[src/rtl/tug_pkg.sv]
// rtl/tug_pkg.sv - shared state enum, winner codes and HEX digit helpers for the match sequencer
package tug_pkg;

  typedef enum logic [1:0] {
    ST_PLAY    = 2'd0,
    ST_HOLD    = 2'd1,
    ST_RESTART = 2'd2,
    ST_OVER    = 2'd3
  } state_e;

  localparam logic [1:0] WINNER_LEFT  = 2'b01;
  localparam logic [1:0] WINNER_RIGHT = 2'b10;
  localparam logic [3:0] HEX_BLANK    = 4'hF;

  function automatic logic [3:0] winner_hex(input logic [1:0] w);
    case (w)
      WINNER_LEFT:  return 4'h1;
      WINNER_RIGHT: return 4'h2;
      default:      return HEX_BLANK;
    endcase
  endfunction

endpackage

[src/rtl/score_sat_counter.sv]
// rtl/score_sat_counter.sv - 3-bit score counter saturating at 7, clear wins over increment
module score_sat_counter (
  input  logic       clk,
  input  logic       reset,
  input  logic       clr,
  input  logic       inc,
  output logic [2:0] count
);

  logic [2:0] count_q, count_d;

  always_comb begin
    count_d = count_q;
    if (clr) begin
      count_d = 3'd0;
    end else if (inc && (count_q != 3'd7)) begin
      count_d = count_q + 3'd1;
    end
  end

  always_ff @(posedge clk) begin
    if (reset) begin
      count_q <= 3'd0;
    end else begin
      count_q <= count_d;
    end
  end

  assign count = count_q;

endmodule

[src/rtl/match_sequencer.sv]
// rtl/match_sequencer.sv - round/match sequencing around the tug-of-war core: scoring, result hold, restart pulse
module match_sequencer
  import tug_pkg::*;
#(
  parameter int HOLDOFF   = 1000,
  parameter int WIN_SCORE = 7
) (
  input  logic       clk,
  input  logic       reset,
  input  logic       done,
  input  logic [1:0] winner,
  input  logic       new_match,
  output logic       soft_reset,
  output logic       in_enable,
  output logic [2:0] score_left,
  output logic [2:0] score_right,
  output logic       match_over,
  output logic [3:0] round_hex
);

  localparam logic [15:0] HOLD_LAST = 16'(HOLDOFF - 1);
  localparam logic [2:0]  WIN_Q     = 3'(WIN_SCORE);

  state_e      state_q, state_d;
  logic        armed_q, armed_d;
  logic [15:0] cnt_q, cnt_d;
  logic [1:0]  win_q, win_d;
  logic        inc_left, inc_right, clr_scores, decided;
  logic        soft_reset_q, in_enable_q, match_over_q;
  logic [3:0]  round_hex_q;

  assign decided = (score_left >= WIN_Q) || (score_right >= WIN_Q);

  always_comb begin
    state_d    = state_q;
    armed_d    = armed_q;
    cnt_d      = cnt_q;
    win_d      = win_q;
    inc_left   = 1'b0;
    inc_right  = 1'b0;
    clr_scores = 1'b0;
    case (state_q)
      ST_PLAY: begin
        // A round only counts once done has been seen low, so a done left over from the last round is ignored
        if (armed_q && done) begin
          win_d     = winner;
          inc_left  = (winner == WINNER_LEFT);
          inc_right = (winner == WINNER_RIGHT);
          armed_d   = 1'b0;
          cnt_d     = 16'd0;
          state_d   = ST_HOLD;
        end else if (!done) begin
          armed_d = 1'b1;
        end
      end
      ST_HOLD: begin
        cnt_d = cnt_q + 16'd1;
        if (cnt_q == HOLD_LAST) begin
          state_d = decided ? ST_OVER : ST_RESTART;
        end
      end
      ST_RESTART: begin
        armed_d = 1'b0;
        state_d = ST_PLAY;
      end
      ST_OVER: begin
        if (new_match) begin
          clr_scores = 1'b1;
          state_d    = ST_RESTART;
        end
      end
      default: state_d = ST_PLAY;
    endcase
  end

  always_ff @(posedge clk) begin
    if (reset) begin
      state_q      <= ST_PLAY;
      armed_q      <= 1'b0;
      cnt_q        <= 16'd0;
      win_q        <= 2'b00;
      soft_reset_q <= 1'b0;
      in_enable_q  <= 1'b1;
      match_over_q <= 1'b0;
      round_hex_q  <= HEX_BLANK;
    end else begin
      state_q      <= state_d;
      armed_q      <= armed_d;
      cnt_q        <= cnt_d;
      win_q        <= win_d;
      soft_reset_q <= (state_d == ST_RESTART);
      in_enable_q  <= (state_d == ST_PLAY);
      match_over_q <= (state_d == ST_OVER);
      round_hex_q  <= ((state_d == ST_HOLD) || (state_d == ST_OVER)) ? winner_hex(win_d) : HEX_BLANK;
    end
  end

  score_sat_counter u_score_left (
    .clk   (clk),
    .reset (reset),
    .clr   (clr_scores),
    .inc   (inc_left),
    .count (score_left)
  );

  score_sat_counter u_score_right (
    .clk   (clk),
    .reset (reset),
    .clr   (clr_scores),
    .inc   (inc_right),
    .count (score_right)
  );

  assign soft_reset = soft_reset_q;
  assign in_enable  = in_enable_q;
  assign match_over = match_over_q;
  assign round_hex  = round_hex_q;

endmodule

[config.mk]
export PLATFORM = sky130hd
export DESIGN_NAME = match_sequencer
export DESIGN_NICKNAME = d
export VERILOG_FILES = /design/src/rtl/tug_pkg.sv /design/src/rtl/score_sat_counter.sv /design/src/rtl/match_sequencer.sv
export SDC_FILE = /design/constraint.sdc
export NUM_CORES = 1
export LEC_CHECK = 0
export BUFFER_PORTS_ARGS = -buffer_cell sky130_fd_sc_hd__buf_2
export CORE_ASPECT_RATIO = 1.2
export CORE_UTILIZATION = 53
export DETAILED_ROUTE_END_ITERATION = 10
export PLACE_DENSITY_LB_ADDON = 0.08
export SYNTH_ARGS = -nofsm -noshare
export SYNTH_HDL_FRONTEND = slang
export SYNTH_SLANG_ARGS = --single-unit
[constraint.sdc]
create_clock -name clk -period 2.4 [get_ports clk]
set_clock_uncertainty 0.15 [all_clocks]
set_input_delay 0.48 -clock clk [delete_from_list [all_inputs] [get_ports clk]]
set_output_delay 0.48 -clock clk [all_outputs]
set_load 0.1 [all_outputs]
==> results.tsv <==
metric	value	unit
grt_pass1_vias	1297	
clk_pin_slew	0.10	ns
tightest_slew	0.5487	ns
cts_tree	yes	
clock_latency	0.33	ns
fin_area	1758	um^2
h-tree-depth	2	
holdBufCountCts	0	
synth_edf_count	0	
ys_warn_count	0	
synth_cell_type_count	47	
synth_area	1580	um^2
cts_sinks	33	
grt_pass1_wl	5306	um
min_path_type	primary input to flop	
maxSlewHeadroom	63.14	%
cts_setup_buffers	0	
grt_start_max_net_pins	30	
status	completed	
postSynthCellCount	174	
async_reset_ff_share	0	%
finalMaxSlewViolations	0	
grt-ovfl-total	0	
wl_per_cell	14.34	um
die_h	61.82	um
dieArea	3205	um^2
nNetsFinal	208	
cp.arrival	2.15	ns
clock_path_buffers	2	
vias_per_cell	5.922	
synth.avg_cell_area	9.082	um^2
maxCapViolCount	0	
cellInternalPower	0.0006896	W
diodes	0	
start_util	56.21	%
tns	0	ns
synth_top_area_share	41.81	%
synthFlopType	dfxtp_1	
io_buffers	18	
synthesis.nets	187	
critPathLaunchType	flop	
drtPass1Iterations	4	
ios	19	
finalHoldViolations	0	
ant_nets	0	
cts_made_buffers	5	
final_common_cell	dfxtp_1	
clock_tree.root_cell	clkbuf_4	
swShare	26.62	%
power_density	534.6	nW/um^2
path_class	flop to flop	
routed_wl	3299	um
ys_ff_latch	33	
vdd_drop_max	354.2	uV
power_frac_comb	8.9	%
cp.required	2.52	ns
synth_top_cell_by_area	dfxtp_1	
final_util	62.53	%
p_clk_share	31.7	%
cp_max_fo	6	
antenna_found_initial	0	
dpl_cell_area	1707	um^2
rsz0062_at_grt	false	
post-route-min-period	2.033	ns
period_share	84.72	%
coreArea	2811	um^2
fmax	491.8	MHz
grtUsageTotal	22.83	%
final_cell_mix	dfxtp_1 (33), nor2_1 (23), buf_2 (18)	
setup_violations	0	
die-width	51.85	um
ys_top_cells_by_area	dfxtp_1 (42%), ha_1 (5.5%), nor2_1 (5.5%)	
place.gp.congestion	0.7920	
syn2layout_area_growth	11.24	%
drtIter0Drc	25	
num_vias	1362	
p_leak	0.7075	nW
rows	21	
final_layout_size_suffix_gt1_share	19.39	%
crit_path_end_kind	flop	
seq_power_share	59.4	%
yosysSeqAreaShare	41.81	%
switchingPower	0.0002502	W
dp_hpwl	2434	um
cts_resized	0	
drc	0	
-- critical path, cell delays in order (launching register included) --
cell      delay, ns
dfxtp_1        0.38
ha_1           0.26
nand4b_1       0.26
nor4b_1        0.46
mux2_2         0.38
nor2_1         0.08
-- cell usage after synthesis, drive strengths merged (5+ instances only) --
cell	number
a21oi	13
clkbuf	5
dfxtp	33
ha	7
mux2i	6
nand2	7
nand3	8
nand4	5
nor2	23
o21ai	8
or4	5
-- layer usage --
layer | share of wire, % | GRT usage (%)
met1 | 41 | 22.72
met2 | 53 | 44.14
met3 | 3.8 | 5.839
met4 | 2.2 | 10.42
met5 | 0 | 0
-- flip-flops by register name, summed over array words and instances (netlist names) --
signal and flops:
win_q 2, in_enable 1, cnt_q 16, soft_reset 1
armed_q 1, match_over 1, round_hex 3, state_q 2
u_score_left.count 3, u_score_right.count 3
-- logic make-up (layout without fill, tap and decap cells) --
group | count (synthesis) | count (layout) | share of synthesized area, %
multiplexers | 10 | 10 | 6.651
XOR/XNOR | 2 | 2 | 1.109
flip-flops | 33 | 33 | 41.80
AND/OR/NAND/NOR | 75 | 75 | 27.71
AO/OA/AOI/OAI | 35 | 35 | 13.94
adder cells (fa/ha/maj) | 7 | 7 | 5.542
buffers and inverters | 12 | 34 | 3.246
-- final timing paths --
| path | to | from | cells past startpoint | slack, ns |
|---|---|---|---|---|
| hold reg to reg | cnt_q[1] | cnt_q[1] | 2 | 0.35 |
| setup reg to reg | cnt_q[12] | cnt_q[0] | 5 | 0.37 |
| hold / removal | armed_q | done | 4 | 0.32 |
| setup / recovery | cnt_q[12] | cnt_q[0] | 5 | 0.37 |
-- power by group through the flow --
stage | logic (W) | registers [W] | clock network (W)
after global routing | 0.0000919 | 0.000559 | 0.000329
after CTS | 0.0000845 | 0.000558 | 0.000306
after detailed placement | 0.0000846 | 0.000571 | 0
after floorplan | 0.0000452 | 0.000588 | 0
final | 0.0000836 | 0.000558 | 0.000298
after global placement | 0.0000817 | 0.000570 | 0
-- stage by stage --
step | total power [W] | std cells | hold WS, ns | worst slack (ns)
after floorplan | 0.0006329 | 174 | 0.3054 | 0.2396
after global placement | 0.0006521 | 222 | 0.3193 | 0.3101
after detailed placement | 0.0006553 | 222 | 0.3394 | 0.2074
after CTS | 0.0009490 | 230 | 0.3080 | 0.3804
after global routing | 0.0009802 | 230 | 0.3275 | 0.2571
final | 0.0009398 | 230 | 0.3183 | 0.3668
-- layout make-up --
class                           count  area [um^2]
Tap cell                           34        42.54
Multi-Input combinational cell    129        868.3
Inverter                            4        15.01
Clock inverter                      2        10.01
Fill cell                         264         1054
Timing Repair Buffer               22        120.1
Sequential cell                    33        660.6
Clock buffer                        6        41.29
Power figures use the tool's default switching activity.
